**config.mk**
```make
export PLATFORM = sky130hd
export DESIGN_NAME = vdic_frame_rx
export DESIGN_NICKNAME = d
export VERILOG_FILES = /design/src/rtl/vdic_frame_rx.sv
export SDC_FILE = /design/constraint.sdc
export NUM_CORES = 1
export LEC_CHECK = 0
export BUFFER_PORTS_ARGS = -buffer_cell sky130_fd_sc_hd__buf_2
export CORE_UTILIZATION = 30
export DETAILED_ROUTE_END_ITERATION = 16
export GPL_TIMING_DRIVEN = 0
export SYNTH_ARGS = -nofsm -noshare
export SYNTH_HDL_FRONTEND = slang
export SYNTH_SLANG_ARGS = --single-unit
export TNS_END_PERCENT = 10
```
**constraint.sdc**
```tcl
create_clock -name clk -period 6.2 [get_ports clk]
set_input_delay 0.93 -clock clk [delete_from_list [all_inputs] [get_ports clk]]
set_output_delay 0.93 -clock clk [all_outputs]
set_load 0.01 [all_outputs]
```
**src/rtl/vdic_frame_rx.sv**
```systemverilog
`default_nettype none
// ============================================================================
// Module   : vdic_frame_rx
// Purpose  : Serial frame receiver. Collects parity-checked data words into a
//            packet buffer and presents the packet on a valid/ready port when
//            a command word arrives.
// Revision : 1.0 - initial release
// ============================================================================
module vdic_frame_rx #(
    parameter int DATA_W     = 8,
    parameter int MAX_WORDS  = 8,
    parameter int PARITY_ODD = 0
) (
    input  logic                              clk,
    input  logic                              rst,
    input  logic                              enable_n,
    input  logic                              din,
    input  logic                              pkt_ready,
    output logic                              pkt_valid,
    output logic [DATA_W-1:0]                 pkt_cmd,
    output logic [MAX_WORDS*DATA_W-1:0]       pkt_data,
    output logic [$clog2(MAX_WORDS+1)-1:0]    pkt_count,
    output logic [2:0]                        pkt_err,
    output logic [7:0]                        drop_cnt
);

    localparam int CNT_W = $clog2(MAX_WORDS+1);
    localparam int BIT_W = $clog2(DATA_W+2);
    localparam logic [BIT_W-1:0] c_LAST_BIT  = BIT_W'(DATA_W+1);
    localparam logic [CNT_W-1:0] c_MAX_WORDS = CNT_W'(MAX_WORDS);
    localparam logic             c_PAR_ODD   = (PARITY_ODD != 0);

    typedef enum logic [0:0] {
        S_IDLE  = 1'b0,
        S_SHIFT = 1'b1
    } state_t;

    state_t                        r_state;
    logic [BIT_W-1:0]              r_bit_cnt;
    logic [DATA_W:0]               r_shift;
    logic [MAX_WORDS*DATA_W-1:0]   r_acc_data;
    logic [CNT_W-1:0]              r_acc_cnt;
    logic                          r_err_fr;
    logic                          r_err_ov;
    logic                          r_err_par;

    logic              w_last;
    logic              w_ctl;
    logic [DATA_W-1:0] w_data;
    logic              w_par_bad;
    logic              w_cmd_done;
    logic              w_room;
    logic              w_can_load;

    // r_shift holds {ctl, data} once the parity bit is on din
    assign w_last     = (r_state == S_SHIFT) && !enable_n && (r_bit_cnt == c_LAST_BIT);
    assign w_ctl      = r_shift[DATA_W];
    assign w_data     = r_shift[DATA_W-1:0];
    assign w_par_bad  = din != ((^w_data) ^ c_PAR_ODD);
    assign w_cmd_done = w_last && w_ctl;
    assign w_room     = r_acc_cnt < c_MAX_WORDS;
    assign w_can_load = !pkt_valid || pkt_ready;

    // Word deserializer and packet accumulator
    always_ff @(posedge clk or posedge rst) begin
        if (rst) begin
            r_state    <= S_IDLE;
            r_bit_cnt  <= '0;
            r_shift    <= '0;
            r_acc_data <= '0;
            r_acc_cnt  <= '0;
            r_err_fr   <= 1'b0;
            r_err_ov   <= 1'b0;
            r_err_par  <= 1'b0;
        end else begin
            case (r_state)
                S_IDLE: begin
                    if (!enable_n) begin
                        r_shift   <= {r_shift[DATA_W-1:0], din};
                        r_bit_cnt <= BIT_W'(1);
                        r_state   <= S_SHIFT;
                    end
                end
                S_SHIFT: begin
                    if (enable_n) begin
                        r_err_fr  <= 1'b1;
                        r_bit_cnt <= '0;
                        r_state   <= S_IDLE;
                    end else if (r_bit_cnt == c_LAST_BIT) begin
                        r_bit_cnt <= '0;
                        r_state   <= S_IDLE;
                        if (w_ctl) begin
                            r_acc_data <= '0;
                            r_acc_cnt  <= '0;
                            r_err_fr   <= 1'b0;
                            r_err_ov   <= 1'b0;
                            r_err_par  <= 1'b0;
                        end else begin
                            r_err_par <= r_err_par | w_par_bad;
                            if (w_room) begin
                                for (int i = 0; i < MAX_WORDS; i++) begin
                                    if (r_acc_cnt == CNT_W'(i)) begin
                                        r_acc_data[i*DATA_W +: DATA_W] <= w_data;
                                    end
                                end
                                r_acc_cnt <= r_acc_cnt + CNT_W'(1);
                            end else begin
                                r_err_ov <= 1'b1;
                            end
                        end
                    end else begin
                        r_shift   <= {r_shift[DATA_W-1:0], din};
                        r_bit_cnt <= r_bit_cnt + BIT_W'(1);
                    end
                end
                default: begin
                    r_state   <= S_IDLE;
                    r_bit_cnt <= '0;
                end
            endcase
        end
    end

    // Output packet register and handshake
    always_ff @(posedge clk or posedge rst) begin
        if (rst) begin
            pkt_valid <= 1'b0;
            pkt_cmd   <= '0;
            pkt_data  <= '0;
            pkt_count <= '0;
            pkt_err   <= '0;
            drop_cnt  <= '0;
        end else if (w_cmd_done && w_can_load) begin
            pkt_valid <= 1'b1;
            pkt_cmd   <= w_data;
            pkt_data  <= r_acc_data;
            pkt_count <= r_acc_cnt;
            pkt_err   <= {r_err_fr, r_err_ov, r_err_par | w_par_bad};
        end else if (w_cmd_done) begin
            if (drop_cnt != 8'hFF) begin
                drop_cnt <= drop_cnt + 8'd1;
            end
        end else if (pkt_valid && pkt_ready) begin
            pkt_valid <= 1'b0;
        end
    end

endmodule
`default_nettype wire

```
==> reports/metrics.csv, run 1 <==
metric;value;unit
area_delta_synth_final;21.11;%
cp-endpoint;pkt_data[56];
startpoint;enable_n;
synth_nets;537;
dieArea;23450;sq um
r2r_end;r_acc_data[48];
setup-violations-final;0;
nNetsFinal;648;
worst_setup_path_end_kind;flip-flop;
cts_max_path_buffers;2;
yosys_warnings;0;
status;completed;
cts_resized;0;
p_leak;4.233;nW
vdd_drop_max;0.0001673;V
final_util;0.3756;
io_pins;93;
synth-edff-count;0;
grt_pass1_vias;4282;
numCtsBuffers;17;
place_congestion;0.7448;
ff2ff_setup_slack;4.03;ns
required;6.50;ns
coreArea;22090;sq um
clk_pin_slew;0.06;ns
grt_setup_unrepaired;false;
dr.pass1.iters;4;
grt_overflow_total;0;
fp.dieW;153.1;um
total_power;2.472;mW
async_reset_ff_frac;1.000;
rows;54;
yosysSeqAreaShare;0.6317;
synth_compound_area_frac;0.06701;
power_density;297.8;nW/um^2
clk_latency;0.42;ns
synth_cell_types;42;
initial_core_util;0.3102;
drive_gt1_frac;0.3575;
synth_xor_xnor_area_share;0.01990;
grt_pass1_wl;25080;um
max-slew-margin-rel;0.5333;
synth_top_family_by_area;multiplexers;
cts_root_buffer;clkbuf_16;
syn_area;6853;sq um
critPathKind;in -> reg;
tightestPinTransition;0.6947;ns
hold_buffers;0;
antennaDiodeCount;0;
ys_top_cells_by_area;dfrtp_1 63%, mux2_2 14%, o21ai_0 4.9%, nand3_1 4.5%, ha_1 1.3%;
synth_top_area_frac;0.6317;
port_buffers;91;
dp_hpwl;10450;um
ant_nets;0;
fin_skew;0.01191;ns
hold_class;reg -> reg;
syn_avg_cell_area;13.05;sq um
reg2regPathDepth;6;
vias;4386;
slew_viol_final;0;
clock.fmax;0.4593;GHz
antenna_found_initial;1;
synth_top_flop_cell;dfrtp_1;
period_share;0.3512;
grt_max_degree;127;
cts_post_setup_buffers_inserted;0;
yosysTopAreaCell;dfrtp_1;
tns;0;ns
ys_ff_latch;173;
yosys.area_share.adder;0.01278;
die_h;153.1;um
worstHoldStart;r_acc_data[54];
htreeDepth;4;
maxCapViolCount;0;
start_kind;input pin;
numClockSinks;173;
drt_iter0_markers;180;
hold_viol_final;0;
grt_use_total;0.1389;
worstPathArrival;2.47;ns
route.detailed.drc;0;
crit_fanout;10;
fin_crit;2.177;ns
cts_tree;yes;
synthMuxAreaShare;0.1446;
wl_per_cell;16.60;um
vias_per_cell;4.721;
synth_simple_gate_area_frac;0.09805;
r2r_start;r_acc_cnt[0];
netlist_instances;525;
routed_wirelength;15420;um
-- synth_stat cells, types with 4 or more instances --
| cell | instances |
|---|---|
| dfrtp_1 | 173 |
| mux2_2 | 88 |
| o21ai_0 | 67 |
| nand3_1 | 61 |
| nand2_1 | 16 |
| clkbuf_1 | 11 |
| buf_4 | 9 |
| xor2_1 | 9 |
| inv_1 | 8 |
| nand2b_1 | 8 |
| a21oi_1 | 7 |
| ha_1 | 7 |
| nor2_1 | 7 |
| buf_2 | 6 |
| nand4_1 | 5 |
| xnor2_1 | 4 |
-- state kept, by name, indices dropped and copies added, names as in the netlist --
name,cells
pkt_data,64
pkt_err,3
r_err_fr,1
pkt_valid,1
drop_cnt,8
r_bit_cnt,4
pkt_count,4
r_acc_cnt,4
r_shift,9
r_err_ov,1
r_acc_data,64
r_err_par,1
r_state,1
pkt_cmd,8
-- through the flow --
stage                     worst slack (ns)  instances  instance area, sq um  hold slack, ns
after floorplan                     0.5815        525                  6853          0.4444
after global placement              -1.562        896                  7659          0.4590
after detailed placement             3.570        897                  7694          0.4682
after CTS                            4.013        929                  8299          0.4836
after global routing                 3.885        929                  8299          0.4926
final                                4.023        929                  8299          0.4740
-- critical path, stage by stage --
cell     delay, ns
buf_2         0.16
and4b_1       0.32
and3b_1       0.16
buf_2         0.28
buf_4         0.26
mux2_2        0.35
-- per-layer routing --
layer | track usage | up-vias | wire length, um
li1 | - | 2090 | -
met1 | 0.1966 | 2206 | 7373
met2 | 0.2092 | 79 | 7260
met3 | 0.03629 | 9 | 681
met4 | 0.03800 | 2 | 95
met5 | 0 | - | 13
-- how the worst min path moves through the flow --
stage | endpoint | slack (ns) | depth (start not counted)
finish | r_acc_data[54] | 0.47 | 2
global route | r_acc_data[54] | 0.49 | 2
CTS | r_acc_data[55] | 0.48 | 2
detailed placement | r_acc_data[55] | 0.47 | 2
global placement | r_acc_data[54] | 0.46 | 2
floorplan | r_acc_data[48] | 0.44 | 2
-- cell families (layout without fill, tap and decap cells) --
family / Yosys count / in the layout
AO/OA/AOI/OAI: 85 / 85
XOR/XNOR: 14 / 14
adder cells (fa/ha/maj): 7 / 7
buffers and inverters: 36 / 160
flip-flops: 173 / 173
multiplexers: 88 / 88
AND/OR/NAND/NOR: 122 / 122
-- power breakdown --
part	leakage [nW]	switching (mW)	internal [mW]	total (mW)
Sequential	2.37	0.0305	1.15	1.18
Combinational	1.57	0.138	0.0665	0.204
Clock	0.295	0.460	0.628	1.09
Total	4.23	0.628	1.84	2.47
-- final cells by class --
type,instances,area (sq um)
buffer,28,147.6
clock buffer,20,456.7
clock inverter,12,148.9
fill,2158,13790
inverter,8,37.54
multi-input combinational,316,2346
sequential,173,4329
tap,280,350.3
timing repair buffer,92,483.0
-- cell usage in the layout (no fill, tap or decap), types with 2 or more instances in the layout --
cell type,synthesis,final
a21oi_1,7,7
a32oi_1,2,2
and2_1,2,2
and3b_1,3,3
buf_2,6,97
buf_4,9,9
bufinv_16,0,2
clkbuf_1,11,12
clkbuf_16,0,17
clkbuf_8,0,2
clkinv_4,0,2
dfrtp_1,173,173
ha_1,7,7
inv_1,8,7
inv_6,0,6
inv_8,0,2
mux2_2,88,88
nand2_1,16,16
nand2b_1,8,8
nand3_1,61,61
nand4_1,5,5
nand4b_1,3,3
nor2_1,7,7
nor2b_1,3,3
nor3_1,3,3
nor4_1,3,3
o21ai_0,67,67
o31ai_1,2,2
xnor2_1,4,4
xor2_1,9,9
(Power assumes the default switching activity.)
==> run 2: changes to the inputs <==
--- a/config.mk
+++ b/config.mk
@@ -5,6 +5,7 @@
 export SDC_FILE = /design/constraint.sdc
 export NUM_CORES = 1
 export LEC_CHECK = 0
+export ABC_AREA = 1
 export BUFFER_PORTS_ARGS = -buffer_cell sky130_fd_sc_hd__buf_2
 export CORE_UTILIZATION = 30
 export DETAILED_ROUTE_END_ITERATION = 16
==> constraint.sdc (replaced) <==
create_clock -name clk -period 2 [get_ports clk]
set_input_delay 0.3 -clock clk [delete_from_list [all_inputs] [get_ports clk]]
set_output_delay 0.3 -clock clk [all_outputs]
set_load 0.01 [all_outputs]
==> run 2 against run 1 <==
  * Sequential share of layout area shrank 3.5 points
  * Sequential power grew to 3.0 times the previous value
  * Clock power grew to 2.9 times the previous value
  * Die area grew 2.0%
  * Wire length grew 17%
  * Power grew to 2.9 times the previous value
  * Area after synthesis grew 2.0%
  * Core utilization grew 1.5 points
  * Global-route usage grew 1.6 points
  * Non-clock buffer count grew 26
  * Flip-flop and latch count is the same
  * Via count grew 26%
  * Critical path type is now reg -> reg
  * Critical endpoint is now r_acc_data[49]
  * Highest routed layer is now met4
==> reports/metrics.csv, run 2 <==
metric;value;unit
cts_root_buffer;clkbuf_16;
ys_ff_latch;173;
crit_chain;ha_4 > nand2_2 > nor3_4 > nand2_4 > buf_4 > a21oi_2 > clkbuf_1 > nand2_1 > o21ai_0;
maxCapViolCount;0;
nNetsFinal;905;
power_density;810.4;nW/um^2
dr.pass1.iters;4;
ys_top_cells_by_area;dfrtp_1 62%, nand2_1 15%, o21ai_0 6.4%, nand3_1 4.2%, inv_1 2.8%;
slowest_delay;0.46;ns
io_pins;93;
critPathKind;reg -> reg;
drive_gt1_frac;0.2168;
yosysSeqAreaShare;0.6192;
fin_skew;0.01562;ns
ant_nets;0;
crit_fanout;10;
slew_viol_final;0;
tns;0;ns
syn_avg_cell_area;9.200;sq um
hold_class;in -> reg;
fp.dieW;154.7;um
hold_slack;0.1417;ns
cts_tree;yes;
use_met1;0.2272;
vdd_drop_max;0.0005528;V
cts_max_path_buffers;2;
place_congestion;0.8142;
initial_core_util;0.3069;
max-slew-margin-rel;0.5589;
port_buffers;92;
drt_iter0_markers;332;
clock.fmax;0.5087;GHz
die_h;154.7;um
hold_viol_final;0;
synth_top_flop_cell;dfrtp_1;
clk_pin_slew;0.07;ns
synth-edff-count;0;
path_buf_inv;2;
antenna_found_initial;0;
routed_wirelength;18010;um
synth_common_cells;283 x nand2_1, 173 x dfrtp_1, 89 x o21ai_0;
largest_registers;pkt_data x64, r_acc_data x64, r_shift x9;
syn_area;6992;sq um
htreeDepth;4;
grt_pass1_wl;28460;um
setup_ws;0.03410;ns
grt_util_met2;0.2303;
grt_use_met3;0.03586;
layout_common_cells;280 x nand2_1, 173 x dfrtp_1, 99 x buf_2, 81 x o21ai_0, 58 x nand3_1;
nFillCells;2298;
synth_top_area_frac;0.6192;
placed_area;7948;sq um
area.sequential;4329;sq um
wl_per_cell;14.80;um
vias;5528;
area_delta_synth_final;27.22;%
grt_use_total;0.1544;
grt_busiest_layer;met2;
setup-violations-final;0;
fin_area;8895;sq um
p_leak;4.733;nW
async_reset_ff_frac;1.000;
route.detailed.drc;0;
clk_latency;0.43;ns
worst_setup_path_end_kind;flip-flop;
tightestPinTransition;0.6603;ns
required;2.33;ns
worstPathArrival;2.30;ns
numClockSinks;173;
multi_input_area;2385;sq um
start_kind;flip-flop;
grt_setup_unrepaired;true;
status;completed;
total_power;7.209;mW
dp.cells;1170;
yosys_warnings;0;
yosysTopAreaCell;dfrtp_1;
period_share;0.9829;
numCtsBuffers;17;
grt_pass1_vias;5166;
antennaDiodeCount;0;
pre_cts_ws;-0.2340;ns
coreArea;22780;sq um
final_util;0.3905;
critPathSlowestCell;dfrtp_1;
vias_per_cell;4.542;
grt_overflow_total;0;
netlist_instances;760;
rows;55;
grt_max_degree;42;
yosysMostFrequentCell;nand2_1;
fin_crit;1.966;ns
dieArea;23920;sq um
synth_cell_types;27;
final_common_cell;nand2_1;
synth_nets;772;
cp_top_family;buffers and inverters;
dp_hpwl;12220;um
fin_cells;1217;
-- run 2: changes by cell type after synthesis, sizes merged, moves of 3 or more --
cell    delta
nand2    +268
mux2      -88
inv       +46
o21ai     +31
nor2      +18
nand2b     -8
a21oi      -4
nand4b     -4
and3b      -3
nor2b      -3
nor4       -3
-- run 2: path summary, 6_finish.rpt --
kind | start | endpoint | slack (ns) | cells after the start
max | r_bit_cnt[0] | r_acc_data[49] | 0.03 | 9
min | din | r_shift[0] | 0.14 | 3
max reg2reg | r_bit_cnt[0] | r_acc_data[49] | 0.03 | 9
min reg2reg | r_err_fr | pkt_err[2] | 0.47 | 2
max in group asynchronous | rst | r_acc_cnt[0] | 0.53 | 7
min in group asynchronous | rst | pkt_err[0] | 0.21 | 3
-- run 2: routing by layer --
layer / vias up / wire (um)
li1: 2694 / -
met1: 2688 / 8930
met2: 139 / 8086
met3: 7 / 918
met4: 0 / 78
met5: - / 0
-- run 2: cell type report --
class                      count  area share
sequential                   173      0.4867
multi-input combinational    500      0.2681
timing repair buffer         114     0.08398
clock buffer                  19     0.05092
tap                          313     0.04403
buffer                        32     0.02926
inverter                      55     0.02490
clock inverter                11     0.01210
-- run 2: logic make-up after synthesis --
group                    synth area share
flip-flops                         0.6192
AO/OA/AOI/OAI                     0.07785
AND/OR/NAND/NOR                    0.2244
buffers and inverters             0.05351
XOR/XNOR                          0.01253
adder cells (fa/ha/maj)           0.01253
-- run 2: where the power goes --
part | switching [mW] | internal, mW
clock network | 1.43 | 1.79
registers | 0.0382 | 3.54
logic | 0.315 | 0.108
-- run 2: timing repair --
item / in CTS / in global routing
gates cloned: 0 / 5
resized for setup: 19 / 68
endpoints found under the setup margin: 109 / 201
pin swaps: 0 / 2
hold buffers: 1 / 0
endpoints found under the hold margin: 27 / 0
buffers inserted: 0 / 11
-- run 2: worst min-delay path, delay by kind of cell --
family	cells	cell delay (ns)
simple gates	1	0.06
buf+inv	1	0.12
compound gates	1	0.06
==> run 3: changes to the inputs <==
--- a/config.mk
+++ b/config.mk
@@ -7,9 +7,11 @@
 export LEC_CHECK = 0
 export ABC_AREA = 1
 export BUFFER_PORTS_ARGS = -buffer_cell sky130_fd_sc_hd__buf_2
-export CORE_UTILIZATION = 30
+export CORE_MARGIN = 10
+export CORE_UTILIZATION = 40
 export DETAILED_ROUTE_END_ITERATION = 16
 export GPL_TIMING_DRIVEN = 0
+export SLEW_MARGIN = 25
 export SYNTH_ARGS = -nofsm -noshare
 export SYNTH_HDL_FRONTEND = slang
 export SYNTH_SLANG_ARGS = --single-unit
==> run 3 against run 2 <==
  * Highest routed layer unchanged
  * Global-route usage is 0.12 points lower
  * Non-clock buffer count shrank 12
  * Flip-flop and latch count is the same
  * Wire length is 2.5% lower
  * Clock skew is 0.0066 ns lower
  * Critical path depth is 2 higher
  * Critical endpoint is now pkt_data[38]
  * Register-to-register slack got worse by 0.03 ns
  * Core utilization grew 11 points
  * Critical path type unchanged
  * Worst setup slack got worse by 0.025 ns
==> reports/metrics.csv, run 3 (same netlist as run 2, synthesis figures left out) <==
metric;value;unit
status;completed;
dp_hpwl;12580;um
slew_viol_final;0;
setup_ws;0.009041;ns
crit_fanout;10;
worstPathArrival;2.31;ns
grt_util_met2;0.2330;
crit_chain;inv_1 > ha_1 > nand2_2 > nor3_4 > nand2_4 > nor2_4 > nand2_2 > buf_8 > clkbuf_1 > nand2_1 > nand2_1;
fin_crit;1.991;ns
cts_root_buffer;clkbuf_16;
total_power;7.516;mW
grt_use_total;0.1532;
maxCapViolCount;0;
pre_cts_ws;-0.1225;ns
antennaDiodeCount;0;
route.detailed.drc;0;
tightestPinTransition;0.7013;ns
grt_use_met3;0.04347;
p_switching;1.712;mW
slowest_delay;0.39;ns
vdd_drop_max;0.0006189;V
startpoint;r_bit_cnt[1];
period_share;0.9955;
worst_setup_path_end_kind;flip-flop;
drive_gt1_frac;0.2027;
pwr-share-comb;0.054;
clockPowerShare;0.471;
drt_iter0_markers;452;
coreArea;17240;sq um
cts_max_path_buffers;2;
wl_per_cell;15.71;um
critPathSlowestCell;dfrtp_1;
dp.cells;1083;
grt_max_degree;31;
fp.dieW;152.2;um
grt_pass1_wl;28970;um
power_density;866.4;nW/um^2
grt_setup_unrepaired;true;
area_delta_synth_final;24.07;%
cts_tree;yes;
dr.pass1.iters;4;
layout_common_cells;281 x nand2_1, 173 x dfrtp_1, 102 x buf_2, 76 x o21ai_0, 58 x nand3_1;
fin_skew;0.009003;ns
setup-violations-final;0;
grt_pass1_vias;5391;
hold_class;in -> reg;
io_pins;93;
r2r_start;r_bit_cnt[1];
fin_area;8675;sq um
fin_cells;1118;
pwr-share-seq;0.475;
p_sw_frac;0.2278;
vias_per_cell;4.857;
nNetsFinal;893;
required;2.32;ns
ant_nets;0;
htreeDepth;4;
routed_wirelength;17560;um
rows;48;
start_kind;flip-flop;
die_h;152.2;um
clk_latency;0.43;ns
numCtsBuffers;17;
use_met1;0.2064;
numClockSinks;173;
antenna_found_initial;0;
placed_area;7865;sq um
initial_core_util;0.4056;
p_leak;4.689;nW
dieArea;23170;sq um
grt_busiest_layer;met2;
grt_overflow_total;0;
clock.fmax;0.5023;GHz
critPathKind;reg -> reg;
final_common_cell;nand2_1;
worstHoldStart;din;
vias;5430;
max-slew-margin-rel;0.5303;
clk_pin_slew;0.06;ns
internal_power;5.804;mW
port_buffers;92;
largest_registers;pkt_data x64, r_acc_data x64, r_shift x9;
place_congestion;0.8054;
hold_viol_final;0;
## run 3: final timing paths
kind	to	slack [ns]	cells past startpoint
max	pkt_data[38]	0.009	11
min	r_shift[0]	0.13	3
max reg2reg	pkt_data[38]	0.009	11
min reg2reg	pkt_data[57]	0.47	2
max in group asynchronous	r_acc_data[40]	0.55	6
min in group asynchronous	pkt_data[7]	0.48	3
## run 3: power groups by stage
| stage | clock network [mW] | logic (mW) | registers (mW) |
|---|---|---|---|
| 3_5_place_dp | 0 | 0.402 | 3.64 |
| 3_3_place_gp | 0 | 0.371 | 3.64 |
| 5_1_grt | 3.72 | 0.458 | 3.58 |
| 4_1_cts | 3.58 | 0.408 | 3.57 |
| 6_report | 3.54 | 0.405 | 3.57 |
| 2_1_floorplan | 0 | 0.236 | 3.63 |
## run 3: area by class of cell
class	count	area, sq um
fillers	1625	8562
flip-flops and latches	173	4329
multi-input cells	500	2354
repair buffers	102	620.6
clock buffers	23	508.0
well taps	225	281.5
plain buffers	32	241.5
inverters	55	211.5
clock inverters	8	128.9
## run 3: metal layers
| metal | vias to the layer above | part of all wire |
|---|---|---|
| li1 | 2662 | - |
| met1 | 2619 | 0.47 |
| met2 | 120 | 0.46 |
| met3 | 29 | 0.055 |
| met4 | 0 | 0.016 |
| met5 | - | 0 |
## run 3: metrics by stage
stage          utilization  hold WS [ns]  setup TNS (ns)
2_1_floorplan            -        0.4210          -88.35
3_5_place_dp        0.4563        0.3860          -2.098
3_3_place_gp        0.4489        0.4502         -284.96
5_1_grt             0.5033        0.1573          -7.545
4_1_cts             0.4962        0.1227        -0.05564
6_report            0.5033        0.1309               0
## run 3: worst max-delay path: cells and delay by family, from the launching register on
kind,cells,cell delay [ns]
adders and majority gates,1,0.15
buffers and inverters,3,0.50
and+or+nand+nor,7,0.83
DFF,1,0.39
## run 3: repair_timing
action                                 in CTS  in global routing
resized for setup                          11                 67
setup buffers                               0                  3
hold buffers                                1                  0
endpoints found under the hold margin      18                  0
setup endpoints to repair                  51                157
